[src/rtl/store_buffer_ext.sv]
// store_buffer_ext: turns sw/sh/sb requests into word-aligned DM writes with
// byte enables and lane-replicated data, queued in a small in-order FIFO
// drained by a valid/ready handshake. Also flags misaligned stores and
// reports loads that hit a word with a store still pending.
module store_buffer_ext #(
  parameter  int DEPTH = 2,
  localparam int CW    = $clog2(DEPTH) + 1
) (
  input  logic          clk,
  input  logic          reset,
  input  logic          st_valid,
  input  logic [1:0]    st_op,
  input  logic [31:0]   st_addr,
  input  logic [31:0]   st_data,
  output logic          st_ready,
  output logic          st_misalign,
  input  logic [31:0]   ld_addr,
  output logic          ld_hazard,
  output logic          m_valid,
  output logic [31:0]   m_addr,
  output logic [31:0]   m_wdata,
  output logic [3:0]    m_byteen,
  input  logic          m_ready,
  output logic [CW-1:0] count,
  output logic          empty
);

  localparam int PW = $clog2(DEPTH);

  logic [29:0]   entry_addr  [DEPTH];
  logic [31:0]   entry_data  [DEPTH];
  logic [3:0]    entry_be    [DEPTH];
  logic [PW-1:0] wr_ptr;
  logic [PW-1:0] rd_ptr;

  logic [3:0]    new_be;
  logic [31:0]   new_data;
  logic          new_misalign;
  logic          enq;
  logic          deq;
  logic [PW-1:0] hz_offset;

  // The low two bits of the load address select a byte within the word and
  // play no part in the word-granular hazard compare.
  logic          unused_ld_low_bits;
  assign unused_ld_low_bits = ^ld_addr[1:0];

  // Lane formation and alignment check for the incoming store request.
  always_comb begin
    new_be       = 4'b0000;
    new_data     = 32'h0;
    new_misalign = 1'b0;
    case (st_op)
      2'b00: begin
        new_be       = 4'b1111;
        new_data     = st_data;
        new_misalign = (st_addr[1:0] != 2'b00);
      end
      2'b01: begin
        new_be       = st_addr[1] ? 4'b1100 : 4'b0011;
        new_data     = {2{st_data[15:0]}};
        new_misalign = st_addr[0];
      end
      2'b10: begin
        new_be       = 4'b0001 << st_addr[1:0];
        new_data     = {4{st_data[7:0]}};
      end
      default: begin
        new_misalign = 1'b1;
      end
    endcase
  end

  assign st_misalign = st_valid & new_misalign;
  assign st_ready    = (count != CW'(DEPTH));
  assign empty       = (count == '0);
  assign m_valid     = ~empty;
  assign enq         = st_valid & st_ready & ~new_misalign;
  assign deq         = m_valid & m_ready;

  assign m_addr   = empty ? 32'h0 : {entry_addr[rd_ptr], 2'b00};
  assign m_wdata  = empty ? 32'h0 : entry_data[rd_ptr];
  assign m_byteen = empty ? 4'h0  : entry_be[rd_ptr];

  // Pointer and occupancy bookkeeping; reset discards any pending entries.
  always_ff @(posedge clk) begin
    if (!reset) begin
      wr_ptr <= '0;
      rd_ptr <= '0;
      count  <= '0;
    end else begin
      if (enq) wr_ptr <= wr_ptr + 1'b1;
      if (deq) rd_ptr <= rd_ptr + 1'b1;
      case ({enq, deq})
        2'b10:   count <= count + CW'(1);
        2'b01:   count <= count - CW'(1);
        default: count <= count;
      endcase
    end
  end

  // Entry storage; contents are only observed while the slot is occupied.
  always_ff @(posedge clk) begin
    if (enq) begin
      entry_addr[wr_ptr] <= st_addr[31:2];
      entry_data[wr_ptr] <= new_data;
      entry_be[wr_ptr]   <= new_be;
    end
  end

  // A slot is live when its distance from the head is below the occupancy.
  always_comb begin
    ld_hazard = 1'b0;
    hz_offset = '0;
    for (int i = 0; i < DEPTH; i++) begin
      hz_offset = PW'(i) - rd_ptr;
      if (({1'b0, hz_offset} < count) && (entry_addr[i] == ld_addr[31:2])) begin
        ld_hazard = 1'b1;
      end
    end
  end

endmodule

[config.mk]
export PLATFORM = sky130hd
export DESIGN_NAME = store_buffer_ext
export DESIGN_NICKNAME = d
export VERILOG_FILES = /design/src/rtl/store_buffer_ext.sv
export SDC_FILE = /design/constraint.sdc
export NUM_CORES = 1
export LEC_CHECK = 0
export CAP_MARGIN = 20
export CORE_MARGIN = 10
export CORE_UTILIZATION = 44
export DETAILED_ROUTE_END_ITERATION = 6
export GPL_ROUTABILITY_DRIVEN = 0
export PLACE_DENSITY_LB_ADDON = 0.25
export SETUP_SLACK_MARGIN = 0.02
export SYNTH_ARGS = -nofsm -noshare
export SYNTH_HDL_FRONTEND = slang
export SYNTH_SLANG_ARGS = --single-unit
[constraint.sdc]
create_clock -name clk -period 4.7 [get_ports clk]
set_input_delay 0.94 -clock clk [delete_from_list [all_inputs] [get_ports clk]]
set_output_delay 0.94 -clock clk [all_outputs]
set_load 0.02 [all_outputs]
== Yosys cells after proc, flatten, opt, wreduce, memory -nomap -nowiden ==
Memories as Yosys holds them, arrays and structs flattened. A register that Yosys moved wholly into a read port is not among the register bits.
Index checks and enable logic that the tools add are counted.
Widths: inputs -> output; s select.

* Register bits: 4
* RAM bits: 132
* Bits of input ports: 102
* Logic and storage cells: 52
* Memories: 3

{| class="wikitable"
|+ Memories
! name !! depth !! bits a word !! rd ports !! clocked after Yosys merged registers in !! write ports !! line !! source
|-
| entry_data || 2 || 32 || 1 || 1 || 1 || 31 || <nowiki>logic [31:0] entry_data [DEPTH];</nowiki>
|-
| entry_addr || 2 || 30 || 3 || 1 || 1 || 30 || <nowiki>logic [29:0] entry_addr [DEPTH];</nowiki>
|-
| entry_be || 2 || 4 || 1 || 1 || 1 || 32 || <nowiki>logic [3:0] entry_be [DEPTH];</nowiki>
|}

* Add/sub/neg operators: 6
* $lt $le $gt $ge: 2
* Eq/ne operators: 7
* Shifts and indexed selects: 1
* Muxes and demuxes: 18
* Bitwise operators: 6
* Reduce and logical (&&, ||, !) cells: 6

{| class="wikitable"
|+ Operator list
! operator !! number
|-
| $pmux 32 s3 || 1
|-
| $mux 32 || 2
|-
| $eq 30x30->1 || 2
|-
| $pmux 4 s3 || 1
|-
| $mux 1 || 10
|-
| $mux 4 || 2
|-
| $and 1x1->1 || 4
|-
| $eq 2x1->1 const B || 2
|-
| $eq 2x2->1 const B || 2
|-
| $logic_not 2->1 || 2
|-
| $lt 1x2->1 || 2
|-
| $pmux 2 s2 || 1
|-
| $reduce_bool 2->1 || 2
|-
| $shl 1x2->4 const A || 1
|-
| $pmux 1 s3 || 1
|-
| $add 1x1->1 const B || 2
|-
| $add 2x1->2 const B || 1
|-
| $logic_and 1x1->1 || 2
|-
| $ne 2x2->1 const B || 1
|-
| $not 1->1 || 2
|-
| $sub 1x1->1 const A || 2
|-
| $sub 2x1->2 const B || 1
|}

== Depth between registers and ports, before layout ==
* Word-level depth: 6
* Gate-level depth with buffers: 7
* Depth with buffers taken out: 7

== Worst setup path before layout ==
OpenSTA, ideal clock, no wires.

* Path kind: input -> register
* Start: input st_addr[1]
* End: memory entry_addr[0][0] (enable)
* Library setup time: 0.492 ns
* Arrival: 4.159 ns
* Data required time: 4.208 ns
* Path slack: 0.049 ns
* Stages: 4
* Path through: nor2b_2 nor2_2 o2111ai_2 nor2_1

* Word-level cells in the longest chain between the ends: 6

{| class="wikitable"
|+ RTL lines
! item !! line !! source
|-
| from (decl) || 13 || <nowiki>input logic [31:0] st_addr,</nowiki>
|-
| $reduce_bool 2->1 || 57 || <nowiki>new_misalign = (st_addr[1:0] != 2'b00);</nowiki>
|-
| $pmux 1 s3 || 53 || <nowiki>case (st_op)</nowiki>
|-
| $not 1->1 || 78 || <nowiki>assign enq = st_valid & st_ready & ~new_misalign;</nowiki>
|-
| $and 1x1->1 || 78 ||
|-
| $mux 1 || 104 || <nowiki>if (enq) begin</nowiki>
|-
| $mux 1 (not written as such) || 105 || <nowiki>entry_addr[wr_ptr] <= st_addr[31:2];</nowiki>
|-
| to (decl) || 30 ||
|}

No other way between the ends.

== Worst setup path in the final report ==
* Start: input ld_addr[24]
* End: output ld_hazard

* Word-level cells in the longest chain between the ends: 4
* Elaborated cells on any way between the ends: 6

{| class="wikitable"
|+ RTL lines
! item !! line !! source
|-
| from (decl) || 17 || <nowiki>input logic [31:0] ld_addr,</nowiki>
|-
| $eq 30x30->1 || 117 || <nowiki>if (({1'b0, hz_offset} < count) && (entry_addr[i] == ld_addr[31:2])) begin</nowiki>
|-
| $logic_and 1x1->1 || 117 ||
|-
| $mux 1 || 117 ||
|-
| $mux 1 * || 117 ||
|-
| to (decl) || 18 || <nowiki>output logic ld_hazard,</nowiki>
|}

Every way passes the cells marked *; elsewhere a longest branch is shown, timed or not.

==> flow_metrics.tcl <==
set metrics [dict create \
    die_x_um 141 \
    core-area_um2 14400 \
    worstReg2RegStart "count[0]" \
    clk_pin_slew_ns 0.06 \
    post-dp-hpwl_um 12200 \
    holdPathStages 2 \
    synth_edf_count 132 \
    grt_start_max_net_pins 68 \
    crit_slowest_cell "clkdlybuf4s50_1" \
    worstPathCellList "clkdlybuf4s50_1 -> xnor2_1 -> nand4_1 -> nor4_1 -> nand3_1 -> o22ai_1 -> clkdlybuf4s50_1" \
    maxSlewHeadroom_pct 38.6 \
    critPathLaunchType "input pin" \
    htree_levels 4 \
    rr_endpoint "entry_addr[0][22]" \
    setup_viol 0 \
    cts_tree "done" \
    die_h_um 141 \
    grt_use_total_pct 16.4 \
    synth_area_um2 6400 \
    report.final.slew_viol_count 0 \
    drcViolationCount 0 \
    avgViaCountPerCell 5.09 \
    crit_top_cell "clkdlybuf4s50_1" \
    use_met3_pct 7.15 \
    grt_pass1_wl_um 25400 \
    clk_latency_ns 0.41 \
    fmax_mhz 252 \
    cp.required_ns 3.76 \
    cts_made_buffers 17 \
    synthTopCellsByArea "edfxtp_1 62%, mux2i_1 13%, xor2_1 5.1%, nor2_1 4.0%, xnor2_1 3.6%" \
    n_fill_cell 1131 \
    ys_seq_elements 137 \
    overflow 0 \
    drive_gt1_share_pct 7.20 \
    post-cts-setup-buffer-count 0 \
    routedWlPerCell_um 19.4 \
    clock-root-buffer "clkbuf_16" \
    synthArstFlopShare_pct 0 \
    fin_crit_sh_pct 84.4 \
    gr-usage-met2_pct 26.9 \
    critical_path_class "in2out" \
    fin_crit_ns 3.97 \
    vias 4328 \
    ctsHoldBuffers 0 \
    rsz0062_at_grt "false" \
    numClockSinks 137 \
    status "finished, final reports clean" \
    synth.avg_cell_area_um2 13.4 \
    start_util_pct 44.5 \
    synth_area_leader_cell "edfxtp_1" \
    yosys_warnings 0 \
    crit_arrival_ns 3.03 \
    busiest_layer "met2" \
    num_rows 44 \
    clockBufferDepth 2 \
    p_total_uw 4490 \
    first_iter_violations 226 \
    cts_resized 0 \
    cap_violations 0 \
    holdCritStartpoint "count[1]" \
    ys_types 35 \
    synth_most_common_cell "edfxtp_1" \
    holdPathEnd "count[1]" \
    antenna_found_initial 0 \
    synth_cells 476 \
    yosysSeqAreaShare_pct 63.5 \
    area_delta_synth_final_pct 39.1 \
    worst_pin_slew_ns 0.921 \
    antenna_cells 0 \
    fin_worst_skew_ns 0.00717 \
    setup_tns_ns 0 \
    ant_nets 0 \
    first_pass_iters 4 \
    port_buffers 172 \
    dieArea_um2 19800 \
    irDropWorstVdd_mv 0.318 \
    worstRegToRegCells 4 \
    critPathBufInv 2 \
    cp-end-kind "output port" \
    power_density_nw_per_um2 505 \
    cp_max_fo 2 \
    critPathMaxStageDelay_ns 0.65 \
    ys.flop_type "edfxtp_1" \
    synth_common_cells "132 x edfxtp_1, 82 x mux2i_1, 68 x nor2_1" \
    use_met1_pct 18.7 \
    finalWirelength_um 16500 \
    p_leak_uw 0.00303 \
    synth_top_cell_area_share_pct 61.9 \
    final_nets 757 \
    r2r_slack_ns 2.46 \
    grt_pass1_vias 4701 \
    ios 177 \
    final-hold-violation-count 0 \
    min_path_type "reg2reg" \
    crit_family "buffers and inverters" \
    whs_ns 0.569 \
]
==> per-stage QoR <==
stage	utilization, %	std cells	setup slack, ns	area, µm²
global route	61.9	851	0.635	8900
global placement	57.8	819	0.713	8310
detailed placement	57.8	819	0.705	8310
floorplan	-	477	0.0487	6400
CTS	61.9	851	0.696	8900
finish	61.9	851	0.732	8900
==> cell usage in the layout, fill, tap and decap left out, types with 2 or more instances in the layout <==
cell and n:
and2_1 13, buf_4 9, bufinv_16 2, clkbuf_16 17, clkdlybuf4s50_1 172, clkinv_4 3
clkinvlp_4 4, conb_1 2, dfxtp_1 4, edfxtp_1 132, inv_1 10, inv_6 4
mux2i_1 82, nand2_1 12, nand3_1 2, nand4_1 6, nor2_1 66, nor2_4 2
nor2b_1 2, nor4_1 11, o21ai_0 28, o31ai_1 2, xnor2_1 26, xor2_1 37
==> routing by layer <==
layer / wire (µm) / share of wire, %
met1: 6760 / 41
met2: 7990 / 48
met3: 1420 / 8.6
met4: 340 / 2.1
met5: 0 / 0
==> power breakdown <==
part	internal (µW)	leakage (µW)	switching [µW]	total, µW
combinational	748	0.00149	859	1610
sequential	1460	0.00126	122	1580
clock	791	0.000279	517	1310
total	2990	0.00303	1500	4490
==> cells by family after synthesis <==
| kind of cell | Yosys count | share of synthesized area, % |
|---|---|---|
| AOI/OAI and AO/OA | 37 | 3.32 |
| xor gates and xnor gates | 63 | 8.62 |
| adders and majority gates | 1 | 0.195 |
| buffers and inverters | 34 | 2.76 |
| DFF | 137 | 63.5 |
| muxes | 82 | 12.8 |
| other | 1 | 0.0586 |
| and+or+nand+nor | 121 | 8.72 |
==> state kept, by name, indices dropped and copies added, names as in the netlist, named ones only <==
register	cells
count	2
entry_addr	60
entry_be	8
entry_data	64
rd_ptr	1
wr_ptr	1
==> worst max-delay path by stage <==
stage                 from          endpoint  slack, ns  cells after the start
2_1_floorplan   st_addr[1]  entry_addr[0][0]       0.05                      4
3_3_place_gp   ld_addr[14]         ld_hazard       0.71                      6
3_5_place_dp   ld_addr[24]         ld_hazard       0.71                      7
4_1_cts        ld_addr[24]         ld_hazard       0.70                      7
5_1_grt        ld_addr[11]         ld_hazard       0.63                      7
6_report       ld_addr[24]         ld_hazard       0.73                      7
==> final cells by class <==
cell class	count	area [µm²]	area share, %
clock buffers	17	425	4.78
clock inverters	15	168	1.88
inverters	11	41.3	0.464
multi-input cells	306	2180	24.5
flip-flops and latches	137	4070	45.7
well taps	184	230	2.59
repair buffers	181	1790	20.1
==> tightest hold or removal path, cell delays in order, from the launching register on <==
cell	delay, ns
dfxtp_1	0.36
o21ai_0	0.09
a21boi_0	0.07
Note: power is estimated with default switching activity, not from simulation.
